$ cat src/rtl/nn_sample_feeder.sv
// rtl/nn_sample_feeder.sv - buffers host sample vectors and runs each through the network core
// with a fixed init/write_reg/start handshake, returning one result per sample in order.
module nn_sample_feeder #(
   parameter int DATA_W  = 32,
   parameter int IDX_W   = 16,
   parameter int DEPTH   = 8,
   parameter int TIMEOUT = 1024
) (
   input  logic                    clk_i,
   input  logic                    rst_i,
   input  logic                    enable_i,
   input  logic                    in_valid_i,
   output logic                    in_ready_o,
   input  logic [DATA_W-1:0]       in_x1_i,
   input  logic [DATA_W-1:0]       in_x2_i,
   input  logic [DATA_W-1:0]       in_x3_i,
   input  logic [DATA_W-1:0]       in_x4_i,
   output logic [DATA_W-1:0]       x1_o,
   output logic [DATA_W-1:0]       x2_o,
   output logic [DATA_W-1:0]       x3_o,
   output logic [DATA_W-1:0]       x4_o,
   output logic                    init_o,
   output logic                    write_reg_o,
   output logic                    start_o,
   input  logic                    done_i,
   input  logic [IDX_W-1:0]        max_index_i,
   output logic                    res_valid_o,
   input  logic                    res_ready_i,
   output logic [IDX_W-1:0]        res_index_o,
   output logic                    res_timeout_o,
   output logic                    busy_o,
   output logic [$clog2(DEPTH):0]  level_o
);
   localparam int AW = $clog2(DEPTH);
   localparam int TW = $clog2(TIMEOUT);
   localparam logic [AW:0] FULL_LVL = (AW+1)'(DEPTH);
   localparam logic [TW-1:0] TMO_LAST = TW'(TIMEOUT-1);

   typedef enum logic [2:0] {
      S_IDLE, S_INIT, S_LOAD, S_START, S_WAIT, S_EMIT
   } state_t;

   state_t                 state_q;
   logic [4*DATA_W-1:0]    mem_q [DEPTH];
   logic [AW-1:0]          wr_ptr_q, rd_ptr_q;
   logic [AW:0]            level_q, level_d;
   logic [TW-1:0]          timer_q;
   logic [DATA_W-1:0]      x1_q, x2_q, x3_q, x4_q;
   logic                   init_q, write_reg_q, start_q;
   logic                   res_valid_q, res_timeout_q;
   logic [IDX_W-1:0]       res_index_q;
   logic                   push, pop;

   // Ready comes from the registered level, so a same-cycle pop never frees a slot early.
   assign in_ready_o = (level_q != FULL_LVL);
   assign push       = in_valid_i && in_ready_o;
   assign pop        = (state_q == S_IDLE) && enable_i && (level_q != '0);

   always_comb begin
      level_d = level_q;
      case ({push, pop})
         2'b10:   level_d = level_q + 1'b1;
         2'b01:   level_d = level_q - 1'b1;
         default: level_d = level_q;
      endcase
   end

   always_ff @(posedge clk_i) begin
      if (rst_i) begin
         wr_ptr_q <= '0;
         rd_ptr_q <= '0;
         level_q  <= '0;
      end else begin
         if (push) wr_ptr_q <= wr_ptr_q + 1'b1;
         if (pop)  rd_ptr_q <= rd_ptr_q + 1'b1;
         level_q <= level_d;
      end
   end

   always_ff @(posedge clk_i) begin
      if (push) mem_q[wr_ptr_q] <= {in_x1_i, in_x2_i, in_x3_i, in_x4_i};
   end

   always_ff @(posedge clk_i) begin
      if (rst_i) begin
         state_q       <= S_IDLE;
         x1_q          <= '0;
         x2_q          <= '0;
         x3_q          <= '0;
         x4_q          <= '0;
         init_q        <= 1'b0;
         write_reg_q   <= 1'b0;
         start_q       <= 1'b0;
         res_valid_q   <= 1'b0;
         res_timeout_q <= 1'b0;
         res_index_q   <= '0;
         timer_q       <= '0;
      end else begin
         init_q      <= 1'b0;
         write_reg_q <= 1'b0;
         start_q     <= 1'b0;
         case (state_q)
            S_IDLE: begin
               if (pop) begin
                  state_q <= S_INIT;
                  init_q  <= 1'b1;
                  {x1_q, x2_q, x3_q, x4_q} <= mem_q[rd_ptr_q];
               end
            end
            S_INIT: begin
               state_q     <= S_LOAD;
               write_reg_q <= 1'b1;
            end
            S_LOAD: begin
               state_q <= S_START;
               start_q <= 1'b1;
            end
            S_START: begin
               state_q <= S_WAIT;
               timer_q <= '0;
            end
            S_WAIT: begin
               // done takes priority over a timeout landing in the same cycle
               if (done_i) begin
                  state_q       <= S_EMIT;
                  res_valid_q   <= 1'b1;
                  res_index_q   <= max_index_i;
                  res_timeout_q <= 1'b0;
               end else if (timer_q == TMO_LAST) begin
                  state_q       <= S_EMIT;
                  res_valid_q   <= 1'b1;
                  res_index_q   <= '1;
                  res_timeout_q <= 1'b1;
               end else begin
                  timer_q <= timer_q + 1'b1;
               end
            end
            S_EMIT: begin
               if (res_ready_i) begin
                  state_q     <= S_IDLE;
                  res_valid_q <= 1'b0;
               end
            end
            default: state_q <= S_IDLE;
         endcase
      end
   end

   assign x1_o          = x1_q;
   assign x2_o          = x2_q;
   assign x3_o          = x3_q;
   assign x4_o          = x4_q;
   assign init_o        = init_q;
   assign write_reg_o   = write_reg_q;
   assign start_o       = start_q;
   assign res_valid_o   = res_valid_q;
   assign res_index_o   = res_index_q;
   assign res_timeout_o = res_timeout_q;
   assign busy_o        = (state_q != S_IDLE);
   assign level_o       = level_q;

endmodule

$ cat config.mk
export PLATFORM = sky130hd
export DESIGN_NAME = nn_sample_feeder
export DESIGN_NICKNAME = d
export VERILOG_FILES = /design/src/rtl/nn_sample_feeder.sv
export SDC_FILE = /design/constraint.sdc
export NUM_CORES = 1
export LEC_CHECK = 0
export CORE_UTILIZATION = 30
export DETAILED_ROUTE_END_ITERATION = 8
export PLACE_DENSITY = 0.45
export SLEW_MARGIN = 10
export SYNTH_ARGS = -nofsm -noshare
export SYNTH_HDL_FRONTEND = slang
export SYNTH_SLANG_ARGS = --single-unit
export TNS_END_PERCENT = 1
$ cat constraint.sdc
create_clock -name clk_i -period 21.8 [get_ports clk_i]
set_clock_uncertainty 0.2 [all_clocks]
set_input_delay 4.36 -clock clk_i [delete_from_list [all_inputs] [get_ports clk_i]]
set_output_delay 4.36 -clock clk_i [all_outputs]
set_load 0.01 [all_outputs]
[Yosys cells after proc, flatten, opt, wreduce, memory -nomap -nowiden]
Memory sizes are Yosys's and may differ from the RTL's. A register that Yosys moved wholly into a read port is not among the register bits.
Cells that the tools add are included.
Word-level totals
  RAM bits: 1024
  bits in latches: 0
  memory bits (read-only): 0
  register bits: 44
  bits of input ports: 150
  output and inout bits: 155
  memories: 1
  word-level logic and storage cells: 69
Operators by class
  eq/ne operators: 14
  bitwise gates (word level): 1
  multiplexer cells: 21
  magnitude comparators: 0
  shift-type cells: 0
  add/sub/neg operators: 5
  reductions and logical operators: 16
  $mul: 0
  div/mod/pow operators: 0
Memories
  mem_q: depth 8, width 128, read ports 1, clocked after memory_dff 1, write ports 1, line 44  | logic [4*DATA_W-1:0] mem_q [DEPTH];
Operator list (count)
  16-bit two-way mux: 2
  10-bit two-way mux: 2
  10-bit one-hot mux with 2 select lines: 1
  3-bit one-hot mux with 6 select lines: 1
  3-bit two-way mux: 4
  10-bit by 1-bit adder with 10-bit output (second input constant): 1
  10-bit == test (second input constant): 1
  1-bit two-way mux: 9
  3-bit AND reduction: 3
  2-bit != test (second input constant): 4
  4-bit one-hot mux with 2 select lines: 1
  2-bit nonzero test: 4
  3-bit by 1-bit adder with 3-bit output (second input constant): 2
  3-bit by 2-bit == test with 1-bit output (second input constant): 2
  3-bit == test (second input constant): 2
  4-bit by 1-bit adder with 4-bit output (second input constant): 1
  4-bit != test (second input constant): 1
  2-bit AND reduction: 2
  4-bit nonzero test: 1
  4-bit by 1-bit subtractor with 4-bit output (second input constant): 1
  3-bit by 1-bit == test with 1-bit output (second input constant): 1
  1-bit logical AND: 3
  3-bit logical NOT: 1
  3-bit != test (second input constant): 1
  6 further kinds: 6

[Logic depth before layout (Yosys ltp)]
  word-level depth: 5
  mapped depth: 13
  gate-level depth less buffers: 10

[Least setup slack after synthesis]
OpenSTA, ideal clock, no wires.
  kind: input -> register
  start point: input port in_valid_i
  end point: memory mem_q[0][0] (netlist bit), enable pin
  cell stages on the path: 2
  path slack: 4154 ps
  library setup time: 929 ps
  required time: 20671 ps
  arrival time: 16517 ps
  cells stage by stage: nand2_2 -> nor4_1
On the way
  word-level cells in the longest chain between the ends: 3
RTL lines
  start: declaration: line 12  | input logic in_valid_i,
  1-bit logical AND: line 56  | assign push = in_valid_i && in_ready_o;
  1-bit two-way mux: line 81  | if (push) mem_q[wr_ptr_q] <= {in_x1_i, in_x2_i, in_x3_i, in_x4_i};
  1-bit two-way mux (implied by the code): line 81
  end: declaration: line 44
Every way passes these cells.

[Final worst setup path]
  start point: input port enable_i
  end point: register x2_q[3], in the netlist x2_o[3]
On the way
  word-level cells in the longest chain between the ends: 3
RTL lines
  start: declaration: line 11  | input logic enable_i,
  1-bit logical AND (2 in series): line 57  | assign pop = (state_q == S_IDLE) && enable_i && (level_q != '0);
  2-bit AND reduction (no source line)
  end signal: assignment: line 107  | {x1_q, x2_q, x3_q, x4_q} <= mem_q[rd_ptr_q];
  end: declaration: line 48  | logic [DATA_W-1:0] x1_q, x2_q, x3_q, x4_q;
Every way passes these cells.
A chain may end at the register's enable or synchronous reset.

==> qor.csv <==
stage,metric,value,unit
synthesis,"Distinct cells, synth",53,
setup_path,CP top delay family,buffers and inverters,
clock_tree,setup bufs post-CTS,0,
routing,drt wl/cell,24.9,um
clock_tree,TritonCTS clock tree,done,
synthesis,Mapped Nets,2317,
setup_path,top fanout value on the critical path,57,
clock_tree,CTS buffer count,135,
routing,drt via density,4.85,
die,Die Width,383,um
routing,DR vias,22000,
power_and_ir_drop,PwrDens,118,nW/um2
global_route,gr ovfl total,0,
die,FP Rows,139,
run_status,failing checks,design-rule violations,
die,die footprint,147000,um2
synthesis,post-synthesis cell count,2161,
global_route,vias in the first global route,23800,
routing,TritonRoute pass-1 iters,9,
placement,hpwl dp,56700,um
final_layout,area delta synth->final,22.4,%
setup_path,critical path type,in -> reg,
timing,Slew Limit Fails,0,
run_status,status,finished with violations,
placement,Placer Congestion,0.735,
synthesis,number of synthesized flops with an enable pin,1024,
placement,# port buffers,304,
setup_path,"most used cell, CP",buf_4,
setup_path,CP Cell Sequence,"clkdlybuf4s50_1, o41a_1, nand2_1, inv_4, buf_4, buf_4, o21ai_0, nor2_1",
timing,Setup Total Neg Slack,0,ps
worst_hold_path,Hold Path Class,reg -> reg,
power_and_ir_drop,Max VDD drop,81.4,uV
clock_tree,clock slew at reported path FFs,50,ps
timing,worst slew pin tran,1090,ps
clock_tree,worst skew pair latency,760,ps
timing,RSZ-0062 raised after global routing,false,
synthesis,top post-synthesis cells by area,"edfxtp_1 71%, mux4_2 13%, dfxtp_1 7.9%",
synthesis,register area share after synthesis,0.784,
synthesis,"Cell Area, Synth",43600,um2
power_and_ir_drop,total power,6.31,mW
routing,DRC,46,
setup_path,CP arrival,7660,ps
routing,DRT iter0 DRCs,1583,
synthesis,asr flop ratio synth,0,
die,Initial Util,0.303,
timing,fin crit share,0.329,
timing,f_max,139,MHz
clock_tree,Clock Path Buffers,3,
timing,"Hold Vio Cnt, Final",0,
timing,Hold WS,283,ps
global_route,first-pass GRT wire length,165000,um
final_layout,layout cells sized above 1,0.192,
timing,Final setup viols,0,
synthesis,"Avg Cell Area, Syn",20.2,um2
clock_tree,post_cts resized,0,
power_and_ir_drop,Pleak,16.7,nW
timing,slew margin rel.,0.273,
flow_run,max_cap viols,0,
synthesis,Yosys warning total,0,
global_route,Tot GR Track Use,0.155,
setup_path,critical path capture point type,flip-flop,
global_route,initial antenna violation count,30,
routing,DRT antenna net count,0,
die,Ports,305,
setup_path,WP buf/inv,4,
setup_path,CP max stage cell,buf_4,
routing,WL final,113000,um
timing,minimum clock period,7170,ps
synthesis,predominant post-synthesis flop cell,edfxtp_1,
die,Die Height,383,um
clock_tree,Clk Tree Root Cell,clkbuf_16,
setup_path,"Largest stage delay, worst path",670,ps
synthesis,biggest area consumer among synthesized cells,edfxtp_1,
synthesis,Synth top area share,0.705,
synthesis,#FFs+latches synth,1196,
clock_tree,H-tree depth,4,
clock_tree,clock sinks,1196,
final_layout,Post-layout nets,2664,
clock_tree,CTS hold repair buffers,0,
setup_path,launching element type of the critical path,input pin,
setup_path,Worst EP required,22290,ps
die,Core ar.,144000,um2
global_route,largest net degree at the start of global routing,101,
routing by layer:
metal	share of wire	global-route usage
met1	0.43	0.201
met2	0.48	0.254
met3	0.067	0.0411
met4	0.021	0.0480
met5	0.0018	0
cells in the mapped netlist (4+ instances only):
master / number
edfxtp_1: 1024
nor3_1: 23
o211ai_1: 5
nand3_1: 14
a31oi_1: 4
or4_1: 4
and3_1: 4
a211o_1: 4
nand2_1: 14
xor2_1: 5
o22ai_1: 128
o21ai_0: 134
ha_1: 6
a21oi_1: 25
buf_2: 61
clkbuf_1: 67
mux4_2: 256
dfxtp_1: 172
nor2_1: 160
cell families after synthesis:
| family | count (synthesis) | synth area share |
|---|---|---|
| flops | 1196 | 0.784 |
| buf+inv | 136 | 0.0137 |
| compound gates | 309 | 0.0407 |
| simple gates | 247 | 0.0254 |
| xor+xnor | 8 | 0.00161 |
| fa+ha+maj | 6 | 0.00172 |
| mux | 259 | 0.133 |
worst reg2reg max path, cell delays in order (launching register included):
cell	delay, ps
dfxtp_4	840
buf_4	930
buf_4	960
mux4_2	660
o22ai_1	190
nor2_1	90
final timing paths:
check,to,depth (start not counted),slack [ps],start
worst max-delay path,x2_o[3],8,14630,enable_i
worst min register to register,res_valid_o,2,280,res_valid_o
worst min-delay path,res_valid_o,2,280,res_valid_o
worst max register to register,x2_o[12],5,17810,rd_ptr_q[0]
area by class of cell:
type	count	area, um2
clock buffers	193	3840
inverters	4	20.0
fillers	13200	90600
flip-flops and latches	1196	34200
multi-input cells	829	8900
diodes	10	25.0
clock inverters	57	599
well taps	1903	2380
repair buffers	342	3430
power breakdown:
group	total (mW)	switching [mW]	internal, mW
sequential	2.82	0.123	2.70
combinational	1.25	0.646	0.600
clock	2.25	0.920	1.33
total	6.31	1.69	4.63
layout by cell type (no fill, tap or decap), types with 25 or more instances in the layout:
cell             count
mux4_2             256
edfxtp_1          1024
nor2_1             157
dfxtp_1            170
clkbuf_1            37
buf_4               30
a21oi_1             25
o22ai_1            128
clkbuf_16          138
clkdlybuf4s50_1    304
clkinv_1            26
o21ai_0            134
through the flow:
stage	instance area [um2]	utilization	setup slack, ps	std cells
finish	53400	0.371	14630	4534
global route	53400	0.371	14370	4526
CTS	53400	0.371	14600	4524
detailed placement	48900	0.340	13780	4274
global placement	48900	0.340	13850	4274
floorplan	43600	-	4150	2161
flip-flops by register name, summed over array words and instances, names as in the netlist:
signal         flops
x4_o              32
res_valid_o        1
state_q            3
init_o             1
start_o            1
x2_o              32
wr_ptr_q           3
timer_q           10
res_timeout_o      1
x1_o              32
res_index_o       16
rd_ptr_q           3
x3_o              32
mem_q           1024
level_o            4
write_reg_o        1
No activity file was read; power rests on OpenSTA's default activity.
